## config.mk

```make
export PLATFORM = sky130hd
export DESIGN_NAME = cdb_arbiter_flat
export DESIGN_NICKNAME = d
export VERILOG_FILES = /design/src/rtl/cdb_arbiter_if.sv /design/src/rtl/cdb_arbiter.sv /design/src/flat_wrapper.sv
export SDC_FILE = /design/constraint.sdc
export NUM_CORES = 1
export LEC_CHECK = 0
export ABC_AREA = 1
export ABC_CLOCK_PERIOD_IN_PS = 2800
export CAP_MARGIN = 5
export CORE_UTILIZATION = 36
export CTS_BUF_LIST = sky130_fd_sc_hd__clkbuf_4 sky130_fd_sc_hd__clkbuf_8 sky130_fd_sc_hd__clkbuf_16
export DETAILED_ROUTE_END_ITERATION = 8
export GPL_ROUTABILITY_DRIVEN = 0
export PLACE_DENSITY = 0.82
export SYNTH_ARGS = -nofsm -noshare
export SYNTH_HDL_FRONTEND = slang
export SYNTH_SLANG_ARGS = --single-unit
export TNS_END_PERCENT = 30
```

## constraint.sdc

```tcl
create_clock -name clock -period 2.8 [get_ports clock]
set_input_delay 0.42 -clock clock [delete_from_list [all_inputs] [get_ports clock]]
set_output_delay 0.42 -clock clock [all_outputs]
set_load 0.01 [all_outputs]
```

## src/rtl/cdb_arbiter_if.sv

```systemverilog
// Execute-stage result slots, squash and ack toward the arbiter, plus the
// registered common data bus it broadcasts to the RS, ROB and map table.
interface cdb_arbiter_if #(
  parameter int NUM_FU    = 6,
  parameter int XLEN      = 32,
  parameter int ROB_TAG_W = 5
);
  localparam int IDX_W = $clog2(NUM_FU + 1);

  logic [NUM_FU:0]                 fu_done;
  logic [(NUM_FU+1)*ROB_TAG_W-1:0] fu_rob_tag;
  logic [(NUM_FU+1)*XLEN-1:0]      fu_value;
  logic                            squash;
  logic [NUM_FU:0]                 ack;
  logic                            cdb_valid;
  logic [ROB_TAG_W-1:0]            cdb_rob_tag;
  logic [XLEN-1:0]                 cdb_value;
  logic [IDX_W-1:0]                cdb_fu_idx;

  modport master (
    output fu_done, fu_rob_tag, fu_value, squash,
    input  ack, cdb_valid, cdb_rob_tag, cdb_value, cdb_fu_idx
  );

  modport slave (
    input  fu_done, fu_rob_tag, fu_value, squash,
    output ack, cdb_valid, cdb_rob_tag, cdb_value, cdb_fu_idx
  );
endinterface

```

## src/rtl/cdb_arbiter.sv

```systemverilog
// Round-robin common-data-bus arbiter: grants one of FUs 1..NUM_FU per cycle
// with a combinational one-hot ack and a registered CDB broadcast.
module cdb_arbiter #(
  parameter int NUM_FU    = 6,
  parameter int XLEN      = 32,
  parameter int ROB_TAG_W = 5
) (
  input  logic          clock,
  input  logic          reset,
  cdb_arbiter_if.slave  bus
);
  localparam int IDX_W = $clog2(NUM_FU + 1);

  logic [IDX_W-1:0]     last_grant_q, last_grant_d;
  logic                 cdb_valid_q, cdb_valid_d;
  logic [ROB_TAG_W-1:0] cdb_rob_tag_q, cdb_rob_tag_d;
  logic [XLEN-1:0]      cdb_value_q, cdb_value_d;
  logic [IDX_W-1:0]     cdb_fu_idx_q, cdb_fu_idx_d;

  logic                 grant_vld;
  logic [IDX_W-1:0]     grant_idx;
  logic [IDX_W-1:0]     cand;
  logic [NUM_FU:0]      ack_vec;
  int                   slot;

  // Search starts just past the last winner and wraps NUM_FU -> 1, never 0.
  always_comb begin
    grant_vld = 1'b0;
    grant_idx = '0;
    cand      = '0;
    slot      = 0;
    if (!reset && !bus.squash) begin
      for (int k = 1; k <= NUM_FU; k++) begin
        slot = int'(last_grant_q) + k;
        if (slot > NUM_FU) begin
          slot = slot - NUM_FU;
        end
        cand = IDX_W'(slot);
        if (!grant_vld && bus.fu_done[cand]) begin
          grant_vld = 1'b1;
          grant_idx = cand;
        end
      end
    end
  end

  genvar gi;
  generate
    for (gi = 0; gi <= NUM_FU; gi++) begin : g_ack
      if (gi == 0) begin : g_null
        assign ack_vec[gi] = 1'b0;
      end else begin : g_fu
        assign ack_vec[gi] = grant_vld && (grant_idx == IDX_W'(gi));
      end
    end
  endgenerate

  assign bus.ack = ack_vec;

  // Tag, value, index and pointer only move on a grant.
  always_comb begin
    cdb_valid_d   = grant_vld;
    cdb_rob_tag_d = cdb_rob_tag_q;
    cdb_value_d   = cdb_value_q;
    cdb_fu_idx_d  = cdb_fu_idx_q;
    last_grant_d  = last_grant_q;
    if (grant_vld) begin
      cdb_rob_tag_d = bus.fu_rob_tag[grant_idx*ROB_TAG_W +: ROB_TAG_W];
      cdb_value_d   = bus.fu_value[grant_idx*XLEN +: XLEN];
      cdb_fu_idx_d  = grant_idx;
      last_grant_d  = grant_idx;
    end
  end

  always_ff @(posedge clock) begin
    if (reset) begin
      last_grant_q  <= IDX_W'(NUM_FU);
      cdb_valid_q   <= 1'b0;
      cdb_rob_tag_q <= '0;
      cdb_value_q   <= '0;
      cdb_fu_idx_q  <= '0;
    end else begin
      last_grant_q  <= last_grant_d;
      cdb_valid_q   <= cdb_valid_d;
      cdb_rob_tag_q <= cdb_rob_tag_d;
      cdb_value_q   <= cdb_value_d;
      cdb_fu_idx_q  <= cdb_fu_idx_d;
    end
  end

  assign bus.cdb_valid   = cdb_valid_q;
  assign bus.cdb_rob_tag = cdb_rob_tag_q;
  assign bus.cdb_value   = cdb_value_q;
  assign bus.cdb_fu_idx  = cdb_fu_idx_q;

  // Slot 0 is a null slot; its fields are deliberately left unconsumed.
  logic unused_slot0;
  assign unused_slot0 = ^{bus.fu_done[0], bus.fu_rob_tag[ROB_TAG_W-1:0], bus.fu_value[XLEN-1:0]};

endmodule

```

## src/flat_wrapper.sv

```systemverilog
// flat-port wrapper written by rule: the top's interface ports become plain ports
module cdb_arbiter_flat 
#(
  parameter int NUM_FU    = 6,
  parameter int XLEN      = 32,
  parameter int ROB_TAG_W = 5
)
  (clock, reset, bus_fu_done, bus_fu_rob_tag, bus_fu_value, bus_squash, bus_ack, bus_cdb_valid, bus_cdb_rob_tag, bus_cdb_value, bus_cdb_fu_idx);
  cdb_arbiter_if #(.NUM_FU(NUM_FU), .XLEN(XLEN), .ROB_TAG_W(ROB_TAG_W)) bus_i ();
  input  logic clock;
  input  logic reset;
  input wire logic [$bits(bus_i.fu_done)-1:0] bus_fu_done;
  input wire logic [$bits(bus_i.fu_rob_tag)-1:0] bus_fu_rob_tag;
  input wire logic [$bits(bus_i.fu_value)-1:0] bus_fu_value;
  input wire logic [$bits(bus_i.squash)-1:0] bus_squash;
  output wire logic [$bits(bus_i.ack)-1:0] bus_ack;
  output wire logic [$bits(bus_i.cdb_valid)-1:0] bus_cdb_valid;
  output wire logic [$bits(bus_i.cdb_rob_tag)-1:0] bus_cdb_rob_tag;
  output wire logic [$bits(bus_i.cdb_value)-1:0] bus_cdb_value;
  output wire logic [$bits(bus_i.cdb_fu_idx)-1:0] bus_cdb_fu_idx;
  assign bus_i.fu_done = bus_fu_done;
  assign bus_i.fu_rob_tag = bus_fu_rob_tag;
  assign bus_i.fu_value = bus_fu_value;
  assign bus_i.squash = bus_squash;
  assign bus_ack = bus_i.ack;
  assign bus_cdb_valid = bus_i.cdb_valid;
  assign bus_cdb_rob_tag = bus_i.cdb_rob_tag;
  assign bus_cdb_value = bus_i.cdb_value;
  assign bus_cdb_fu_idx = bus_i.cdb_fu_idx;
  cdb_arbiter #(.NUM_FU(NUM_FU), .XLEN(XLEN), .ROB_TAG_W(ROB_TAG_W)) u_core (.clock(clock), .reset(reset), .bus(bus_i));
endmodule
```

==> results of run 1 <==
## worst max-delay path by stage
stage	from	to	slack, ps	cells past startpoint
floorplan	u_core.bus.cdb_fu_idx[0]$_SDFFE_PP0P_	bus_ack[1]	-230	17
global placement	bus_fu_done[5]	bus_ack[1]	-680	18
detailed placement	bus_fu_done[5]	bus_ack[1]	-730	18
CTS	u_core.last_grant_q[1]$_SDFFE_PP1P_	bus_ack[2]	-500	17
global route	u_core.last_grant_q[2]$_SDFFE_PP1P_	bus_ack[2]	-690	19
finish	u_core.last_grant_q[2]$_SDFFE_PP1P_	bus_ack[2]	-590	19
## sequential cells by signal (all words and copies together), names as in the netlist
register,flops
u_core.bus.cdb_rob_tag,5
u_core.bus.cdb_fu_idx,3
u_core.bus.cdb_value,32
u_core.bus.cdb_valid,1
u_core.last_grant_q,2
## power by group through the flow
stage	Sequential (mW)	Clock [mW]	Combinational, mW
after floorplan	1.07	0	6.42
after global placement	0.984	0	9.69
after detailed placement	0.993	0	9.80
after CTS	0.991	0.619	11.2
after global routing	1.03	0.653	13.8
final	1.00	0.620	13.0
## layer usage
layer | GRT usage, % | part of all wire, %
met3 | 6.53 | 8.6
met4 | 13.1 | 4.6
met5 | 0 | 0.093
met2 | 57.4 | 50
met1 | 31.0 | 36
## repair_timing
action	4_1_cts	5_1_grt
hold buffers	0	0
resized for setup	80	97
endpoints found under the setup margin	45	48
buffers inserted	21	12
pin swaps	29	56
cloned	4	4
## through the flow
stage          util, %  worst slack (ps)
6_report          69.2              -593
3_3_place_gp      61.3              -683
4_1_cts           65.5              -504
3_5_place_dp      61.3              -730
2_1_floorplan        -              -231
5_1_grt           69.2              -690
## cell type report
type	count	area share, %
Multi-Input combinational cell	846	42.6
Clock inverter	2	0.154
Inverter	119	4.36
Sequential cell	43	8.21
Clock buffer	6	1.31
Tap cell	211	2.49
Timing Repair Buffer	429	40.8
## worst max-delay path: stages (launching register included)
cell	delay (ps)
dfxtp_4	390
inv_4	50
buf_6	130
ha_4	150
nand2_2	80
nand2_2	70
inv_2	120
nand2_1	110
nand3_1	110
nand3_1	110
nand2_2	130
nand4_4	130
nor2_4	230
nand2_4	100
o21ai_4	180
nor2_4	70
buf_6	130
buf_6	110
nor2_4	130
buf_6	120
## cells in the mapped netlist
library cell and n:
nand2_1 446, nand3_1 250, inv_1 101, dfxtp_1 43, nor2_1 41, nand3b_1 29
buf_2 22, clkbuf_1 19, a21oi_1 18, buf_4 18, inv_2 16, buf_6 13
nand2_2 10, ha_1 8, nand3_2 7, nor2_2 6, o21ai_1 6, nand4_1 5
nor2_4 4, o21ai_2 4, buf_1 2, clkinv_1 2, o21ai_0 2, a21boi_1 1
a31oi_1 1, conb_1 1, fa_1 1, nand3_4 1, nand4_2 1, o211ai_1 1
o21bai_2 1, o31ai_1 1
## cells by family (layout without fill, tap and decap cells)
group | count (synthesis) | count (layout) | share of synthesized area [%]
AND/OR/NAND/NOR | 800 | 801 | 62.9
flip-flops | 43 | 43 | 15.2
AO/OA/AOI/OAI | 35 | 35 | 3.61
buffers and inverters | 193 | 556 | 16.1
adder cells (fa/ha/maj) | 9 | 9 | 2.11
other | 1 | 1 | 0.0660
==> impl_metrics.json, run 1 <==
{
  "synthToLayoutAreaGrowth_pct": 86.5,
  "reg2reg_setup_slack_ps": -510,
  "h-tree-depth": 2,
  "synth_top_area_share_pct": 29.5,
  "total_power_mw": 14.6,
  "synth_top_area_cell": "nand2_1",
  "grt.total_usage_pct": 29.9,
  "fmax_mhz": 295,
  "min_to": "u_core.bus.cdb_fu_idx[1]$_SDFFE_PP0P_",
  "initial_core_util_pct": 37.1,
  "worstSetupStartpointType": "flip-flop",
  "io_buffers": 315,
  "coreArea_um2": 15300,
  "critical_path_class": "flip-flop to output pin",
  "cts_root_buf": "clkbuf_16",
  "synth_area_um2": 5680,
  "synth_cells": 1081,
  "clkPwrFrac_pct": 4.2,
  "fin_crit_ps": 3390,
  "synthDistinctLibCells": 32,
  "clock_latency_ps": 290,
  "drt-total-wl_um": 27900,
  "drtIter0Drc": 565,
  "layout.nets": 1722,
  "dp.cells": 1607,
  "multi_input_area_um2": 4520,
  "drive_gt1_share_pct": 19.2,
  "grt_pass1_wl_um": 38300,
  "die_w_um": 128,
  "min_path_cells": 2,
  "finalSetupTns_ps": -20080,
  "grt_max_degree": 73,
  "p_int_mw": 6.54,
  "timing.final.ws_setup_ps": -593,
  "seqPwrFrac_pct": 6.9,
  "reg2reg_depth": 26,
  "synth.top_cells.by_area": "nand2_1 29%, nand3_1 22%, dfxtp_1 15%",
  "rows": 45,
  "drc": 0,
  "io_pins": 317,
  "die-area_um2": 16300,
  "final_area_um2": 10600,
  "vias_per_cell": 5.20,
  "synth_nets": 1359,
  "diodes": 0,
  "cp-end-kind": "output pin",
  "final_cell_mix": "423 x nand2_1, 309 x clkdlybuf4s50_1, 212 x nand3_1",
  "rsz0062_at_grt": "true",
  "max_cap_viol_count": 0,
  "fin_crit_sh_pct": 121,
  "swShare_pct": 55.2,
  "path_max_fanout": 6,
  "synth_seq_cells": 43,
  "cts_buffers": 5,
  "nFillCells": 1338,
  "num_vias": 8618,
  "arrival_ps": 2970,
  "placedInstanceArea_um2": 9390,
  "cts_tree": "done",
  "combinationalPowerShare_pct": 88.9,
  "min_from": "u_core.bus.cdb_fu_idx[1]$_SDFFE_PP0P_",
  "post-dp-hpwl_um": 18900,
  "hold_ws_ps": 477,
  "drv_slew": 0,
  "p_sw_mw": 8.06,
  "area.sequential_um2": 870,
  "post_synth.cell_area_avg_um2": 5.25,
  "gr-total-overflow": 0,
  "timing.rr.end": "u_core.bus.cdb_value[18]$_SDFFE_PP0P_",
  "die_y_um": 128,
  "max-vdd-ir-drop_mv": 1.19,
  "setup_viol_count_final": 44,
  "firstDrtPassIters": 5,
  "post_drt_wl_per_cell_um": 16.8,
  "finalClockSkew_ps": 9.07,
  "layout_commonest_cell": "nand2_1",
  "ant_nets": 0,
  "antenna_found_initial": 0,
  "grt_pass1_vias": 7659,
  "clk_pin_slew_ps": 70,
  "clockBufferDepth": 2,
  "r2r_start": "u_core.last_grant_q[1]$_SDFFE_PP1P_",
  "violations": "negative setup slack",
  "status": "complete, but fails checks",
  "synth_warnings": 0,
  "ys_seq_area_share_pct": 15.2,
  "pwr_density_cell_nw_per_um2": 1380,
  "fin_cells": 1656,
  "p_leak_nw": 5.19,
  "worstPathRequired_ps": 2380,
  "hold_viol_final": 0,
  "hold_class": "flip-flop to flip-flop",
  "numClockSinks": 43
}
No activity file was read; power rests on OpenSTA's default activity.
==> run 2, diff against run 1 <==
--- a/config.mk
+++ b/config.mk
@@ -8,11 +8,12 @@
 export ABC_AREA = 1
 export ABC_CLOCK_PERIOD_IN_PS = 2800
 export CAP_MARGIN = 5
+export CORE_MARGIN = 2
 export CORE_UTILIZATION = 36
 export CTS_BUF_LIST = sky130_fd_sc_hd__clkbuf_4 sky130_fd_sc_hd__clkbuf_8 sky130_fd_sc_hd__clkbuf_16
 export DETAILED_ROUTE_END_ITERATION = 8
 export GPL_ROUTABILITY_DRIVEN = 0
-export PLACE_DENSITY = 0.82
+export PLACE_DENSITY_LB_ADDON = 0.15
 export SYNTH_ARGS = -nofsm -noshare
 export SYNTH_HDL_FRONTEND = slang
 export SYNTH_SLANG_ARGS = --single-unit
==> impl_metrics.json, run 2 (same netlist as run 1, synthesis figures left out) <==
{
  "path_cells": "inv_4, fa_1, inv_2, a21oi_4, o21ai_4, o21ai_4, buf_6, nand4_4, nor2_4, nand3_2, nand3_4, nand2_4, buf_6, buf_6, nor2_4, buf_6",
  "clkPwrFrac_pct": 5.1,
  "grt_max_degree": 67,
  "vias_per_cell": 4.93,
  "cp_common_cell": "buf_6",
  "ant_nets": 0,
  "cts_root_buf": "clkbuf_16",
  "rsz0062_at_grt": "true",
  "max-vdd-ir-drop_mv": 1.18,
  "globalRouteMet2Util_pct": 50.5,
  "nFillCells": 1432,
  "setup_viol_count_final": 47,
  "post-dp-hpwl_um": 18400,
  "ctsHoldBuffers": 0,
  "die-area_um2": 16800,
  "combinationalPowerShare_pct": 87.9,
  "dp.cells": 1606,
  "largest_register_ffs": 32,
  "post_drt_wl_per_cell_um": 15.6,
  "cp-startpoint": "u_core.bus.cdb_fu_idx[0]$_SDFFE_PP0P_",
  "total_power_mw": 14.0,
  "path_max_fanout": 4,
  "fin_cells": 1655,
  "drv_slew": 0,
  "final_core_util_pct": 69.7,
  "final_cell_mix": "423 x nand2_1, 309 x clkdlybuf4s50_1, 202 x nand3_1",
  "die_y_um": 130,
  "drc": 0,
  "met3_usage_pct": 5.70,
  "area.sequential_um2": 870,
  "hold_class": "flip-flop to flip-flop",
  "swShare_pct": 53.8,
  "pwr_density_cell_nw_per_um2": 1310,
  "initial_core_util_pct": 37.1,
  "violations": "negative setup slack",
  "clk_pin_slew_ps": 70,
  "grt.total_usage_pct": 27.9,
  "synthToLayoutAreaGrowth_pct": 87.8,
  "clock_latency_ps": 290,
  "antenna_found_initial": 0,
  "cts_buffers": 5,
  "status": "complete, but fails checks",
  "coreArea_um2": 15300,
  "slowest_stage": "fa_1",
  "fin_crit_ps": 3440,
  "seqPwrFrac_pct": 7.1,
  "numClockSinks": 43,
  "use_met1_pct": 33.4,
  "grt_pass1_vias": 7430,
  "io_buffers": 315,
  "layout_commonest_cell": "nand2_1",
  "p_int_mw": 6.45,
  "finalClockSkew_ps": 5.84,
  "arrival_ps": 3020,
  "finalSetupTns_ps": -21350,
  "clockBufferDepth": 2,
  "critPathBufInv": 6,
  "cp-end-kind": "output pin",
  "fmax_mhz": 291,
  "num_vias": 8152,
  "grt_pass1_wl_um": 37400,
  "drt-total-wl_um": 25900,
  "multi_input_area_um2": 4500,
  "worstPathRequired_ps": 2380,
  "p_sw_mw": 7.52,
  "hold_viol_final": 0,
  "timing.final.ws_setup_ps": -635,
  "min_from": "u_core.bus.cdb_fu_idx[1]$_SDFFE_PP0P_",
  "drtIter0Drc": 458,
  "drive_gt1_share_pct": 19.7,
  "layout.nets": 1721,
  "worstSetupStartpointType": "flip-flop",
  "r2r_start": "u_core.bus.cdb_fu_idx[0]$_SDFFE_PP0P_",
  "firstDrtPassIters": 7,
  "fin_crit_sh_pct": 123,
  "diodes": 0,
  "gr-total-overflow": 0,
  "h-tree-depth": 2,
  "rows": 45,
  "worst_path_largest_cell_delay_ps": 600,
  "max_cap_viol_count": 0,
  "cts_tree": "done",
  "critical_path_class": "flip-flop to output pin",
  "p_leak_nw": 5.22,
  "grt.busiest_layer": "met2",
  "die_w_um": 130,
  "critPathTopFamily": "simple AND/OR/NAND/NOR gates",
  "io_pins": 317
}
[run 2: cell count changes in the layout (fill, tap and decap cells not counted), sizes merged]
cell,before,now
buf,117,114
clkbuf,9,11
clkinv,3,1
inv,117,119
bufinv,0,1
nand2,457,456
[run 2: cell type report]
type                            instances  area share [%]
Clock inverter                          3           0.434
Tap cell                              211            2.47
Inverter                              119            4.30
Timing Repair Buffer                  429            41.3
Sequential cell                        43            8.15
Multi-Input combinational cell        845            42.2
Clock buffer                            5            1.17
[run 2: power by group through the flow]
stage	Combinational [mW]	Clock, mW	Sequential, mW
finish	12.3	0.706	0.991
global route	13.3	0.743	1.02
CTS	10.8	0.720	0.990
detailed placement	9.65	0	0.990
global placement	9.56	0	0.981
floorplan	6.42	0	1.07
[run 2: worst register-to-register path, delay by kind of cell, from the launching register on]
family / cells / cell delay [ps]
fa+ha+maj: 1 / 600
flops: 1 / 380
simple gates: 10 / 1050
compound gates: 3 / 370
buf+inv: 7 / 870
[run 2: metrics by stage]
| step | instance area (um2) | worst slack [ps] | hold WS [ps] |
|---|---|---|---|
| 2_1_floorplan | 5790 | -231 | 490 |
| 3_5_place_dp | 9380 | -759 | 458 |
| 4_1_cts | 10000 | -510 | 469 |
| 3_3_place_gp | 9380 | -677 | 452 |
| 5_1_grt | 10700 | -765 | 494 |
| 6_report | 10700 | -635 | 470 |
[run 2: path summary, 6_finish.rpt]
check / end / depth (start not counted) / slack, ps
setup reg to reg: u_core.bus.cdb_value[16]$_SDFFE_PP0P_ / 21 / -540
setup / recovery: bus_ack[3] / 16 / -640
hold / removal: u_core.bus.cdb_fu_idx[1]$_SDFFE_PP0P_ / 2 / 470
hold reg to reg: u_core.bus.cdb_fu_idx[1]$_SDFFE_PP0P_ / 2 / 470
[run 2: layer usage]
metal	part of all wire (%)	wire (um)	vias to the layer above
li1	-	-	4127
met1	39	10200	3641
met2	50	13000	331
met3	7.5	1950	53
met4	2.7	689	0
met5	0	0	-
[run 2: what timing repair did]
item / in CTS / in global routing
pin swaps: 30 / 59
endpoints found under the setup margin: 47 / 48
buffers inserted: 25 / 12
cloned: 2 / 6
resized for setup: 89 / 96
==> edit 1: new RTL, flow settings as in run 2 <==
`XLEN` is set to 32 in 3 places; all go to 16.
--- a/src/rtl/cdb_arbiter_if.sv
+++ b/src/rtl/cdb_arbiter_if.sv
@@ -3,5 +3,5 @@
 interface cdb_arbiter_if #(
   parameter int NUM_FU    = 6,
-  parameter int XLEN      = 32,
+  parameter int XLEN      = 16,
   parameter int ROB_TAG_W = 5
 );
--- a/src/rtl/cdb_arbiter.sv
+++ b/src/rtl/cdb_arbiter.sv
@@ -3,5 +3,5 @@
 module cdb_arbiter #(
   parameter int NUM_FU    = 6,
-  parameter int XLEN      = 32,
+  parameter int XLEN      = 16,
   parameter int ROB_TAG_W = 5
 ) (
--- a/src/flat_wrapper.sv
+++ b/src/flat_wrapper.sv
@@ -3,5 +3,5 @@
 #(
   parameter int NUM_FU    = 6,
-  parameter int XLEN      = 32,
+  parameter int XLEN      = 16,
   parameter int ROB_TAG_W = 5
 )
Interface: changed (resized bus_cdb_value and bus_fu_value); port bits go from 317 to 189. The function was not compared with the original's and may differ.
==> edit 1 against run 2 <==
Area after synthesis fell by 35%. Sequential power down 38%. Critical endpoint is now bus_ack[4]. Worst setup slack better by 0.16 ns. Final area fell by 40%. Sequential cell count down 16. The run still ends with setup timing left. Utilization decreased by 4.3 points. Fmax increased by 5.0%. Largest cell class unchanged. Power shrank 36%. Final cell count decreased by 37%. Routed wire length is 42% lower. Critical path depth is 2 lower.
==> edit 1: results (changes against run 2) <==
[run_status]
status = complete, but fails checks
violations = setup timing

[power_and_ir_drop]
swShare_pct = 55.4  ; +1.5 points
p_seq_share_pct = 6.9  ; -0.2 points
combPwrFrac_pct = 90.3  ; +2.4 points

[place]
placed_cell_area_um2 = 5990  ; -36%
dp_hpwl_mm = 11.6  ; -37%
place_inst = 1027  ; -36%

[worst_hold_path]
holdPathEnd = u_core.bus.cdb_value[3]
hp-start = u_core.bus.cdb_value[3]

[yosys]
ys_ff_latch = 27  ; -37%
synth_xor_area_share_pct = 0.238  ; +0.24 points
synth_compound_area_share_pct = 4.22  ; +0.61 points
ys_top_cells_by_area = nand2_1, dfxtp_1, nand3_1, nor2_1, nand3_2
synth_area_per_cell_um2 = 5.37  ; +2.2%

[final_layout]
nNonClkInverters = 60  ; -50%
clk_share_pct = 0.761  ; -0.85 points
multi_input_area_share_pct = 44.6  ; +2.4 points
fillCellCount = 916  ; -36%
nonClkBufAreaFrac_pct = 39.8  ; -1.5 points
largest_register_ffs = 16  ; -50%
nNonClkBuffers = 262  ; -39%
syn_to_final_growth_pct = 74.5

[drt]
wl_mm = 15.1  ; -42%
first_pass_iters = 5  ; -2
drt_iter0_drc = 310  ; -32%

[clock_network]
ctsRootBufferMaster = clkbuf_8
cts_resized = 76  ; -15%
ctsHtreeMaxLevel = 1  ; -1
clk_pin_slew_ns = 0.11  ; +0.04 ns

[critical_path]
arrival_ns = 2.85  ; -0.17 ns
cp_max_fo = 7  ; +3
crit_slowest_cell = fa_2
r2r_start = u_core.last_grant_q[1]
r2r_cells = 22  ; +4.8%
worst-r2r-setup-slack_ns = -0.39  ; +0.15 ns

[sta]
worst_slack_ns = -0.471  ; +0.164 ns
setup_viol = 27  ; -43%

[global_route]
gr-usage-all-layers_pct = 25.5  ; -2.4 points
grt_max_degree = 35  ; -48%
grt_pass1_wl_mm = 23.0  ; -38%

==> edit 1: changes by cell type in the layout (fill, tap and decap cells not counted), moves of 28 or more <==
cell,change
clkdlybuf4s50_1,-128
inv_1,-59
nand2_1,-146
nand3_1,-112
nand3b_1,-28
nor2_1,+37
==> edit 1: how the worst max path moves through the flow <==
stage               slack [ns]  cells after the start                startpoint         end
detailed placement       -0.60                     19    u_core.last_grant_q[1]  bus_ack[6]
finish                   -0.47                     14    u_core.last_grant_q[1]  bus_ack[4]
floorplan                0.007                     19  u_core.bus.cdb_fu_idx[0]  bus_ack[6]
CTS                      -0.44                     15    u_core.last_grant_q[2]  bus_ack[2]
global route             -0.67                     20    u_core.last_grant_q[2]  bus_ack[4]
global placement         -0.53                     16            bus_fu_done[0]  bus_ack[6]
==> edit 1: per-layer routing <==
metal	wire, µm	vias up	GRT usage, %
li1	-	2598	-
met2	7340	242	46.7
met3	1190	49	5.36
met1	5990	2291	29.9
met4	567	0	6.86
met5	0	-	0
==> edit 2: new RTL, config.mk and constraints of run 2 <==
Without the edit above. Make the reset (`reset`) asynchronous in one clocked block.
--- a/src/rtl/cdb_arbiter.sv
+++ b/src/rtl/cdb_arbiter.sv
@@ -73,5 +73,5 @@
   end
 
-  always_ff @(posedge clock) begin
+  always_ff @(posedge clock or posedge reset) begin
     if (reset) begin
       last_grant_q  <= IDX_W'(NUM_FU);
Formal check against the unedited RTL: differs if reset is asserted again (counterexample within 4 cycles, from zero or initial values and one cycle with reset high); with reset held inactive, the same outputs for 4 cycles.
==> edit 2 against run 2 <==
Area after synthesis down 3.8%. Sequential power is 17% higher. The run still ends with setup timing left. Count of clock-buffer cells in the layout increased by 1. Final area is 1.5% higher. Power increased by 15%. Combinational power is 15% higher. Global-route usage grew 4.3 points. Synthesized cell count shrank 4.1%. Sequential cell count unchanged. Routed wire length up 7.8%. Worst setup slack worse by 0.26 ns. Register-to-register slack worse by 0.28 ns.
==> edit 2: results (changes against run 2) <==
[run_status]
status = complete, but fails checks
violations = setup timing

[global_route]
grt_pass1_wl_mm = 41.0  ; +9.7%
grtUsageMet2_pct = 56.7  ; +6.2 points

[power_and_ir_drop]
p_leak_nw = 5.39  ; +3.3%
ir_drop_v = 0.00112  ; -4.8%

[final_layout]
stdcell_count = 1618  ; -2.2%
fillCellCount = 1241  ; -13%
final_layout_size_suffix_gt1_share_pct = 21.2  ; +1.5 points

[critical_path]
cp_max_fo = 8  ; +4
arrival_ns = 3.28  ; +0.26 ns
reg2reg_to = u_core.bus.cdb_value[30]
worst-r2r-setup-slack_ns = -0.82  ; -0.28 ns

[sta]
setup_viol = 49  ; +4.3%
worst_slack_ns = -0.900  ; -0.265 ns

[yosys]
synth_xor_area_share_pct = 0.641  ; +0.64 points
ys_top_cells_by_area = nand2_1, dfrtp_1, nand3_1, nand4_1, nor2_1
syn-num-nets = 1315  ; -3.2%
synth_ff_type = dfrtp_1
yosys.area_share.adder_pct = 2.20  ; +0.084 points
netlist_top_cells_count = nand2_1, nand3_1, nor2_1, nand4_1, inv_1

[drt]
dr_wl_met2_mm = 13.6  ; +4.6%
num_vias = 8335  ; +2.2%
met1_length_mm = 10.4  ; +2.5%

[place]
placed_cell_area_um2 = 9390  ; about the same

[worst_hold_path]
holdPathEnd = u_core.bus.cdb_fu_idx[2]

[edit 2: cell count changes in the layout (fill, tap and decap cells not counted), moves of 7 or more]
cell	delta
nand3b_1	-28
nand2_1	+69
dfrtp_1	+41
dfxtp_1	-40
nor2_1	+37
nand3_2	-25
nand2_2	+35
nand3_1	-116
a21oi_1	-11
buf_6	+9
nor2_4	-7
nand4_1	+60
inv_1	-51
[edit 2: area by class of cell]
class	count	share of cell area [%]
clock buffer	6	1.23
clock inverter	2	0.555
inverter	64	2.35
tap	188	2.17
antenna	1	0.0231
sequential	43	9.96
multi-input combinational	864	40.0
timing repair buffer	450	43.7
[edit 2: logic make-up after synthesis]
kind of cell,count (synthesis)
flip-flops,43
other,1
XOR/XNOR,4
adder cells (fa/ha/maj),9
AND/OR/NAND/NOR,828
AO/OA/AOI/OAI,22
buffers and inverters,130
[edit 2: what timing repair did]
action                     in CTS  in global routing
setup endpoints to repair      49                 49
buffers inserted               28                 13
cloned                         10                  3
resized for setup             143                 73
pin swaps                      43                 41
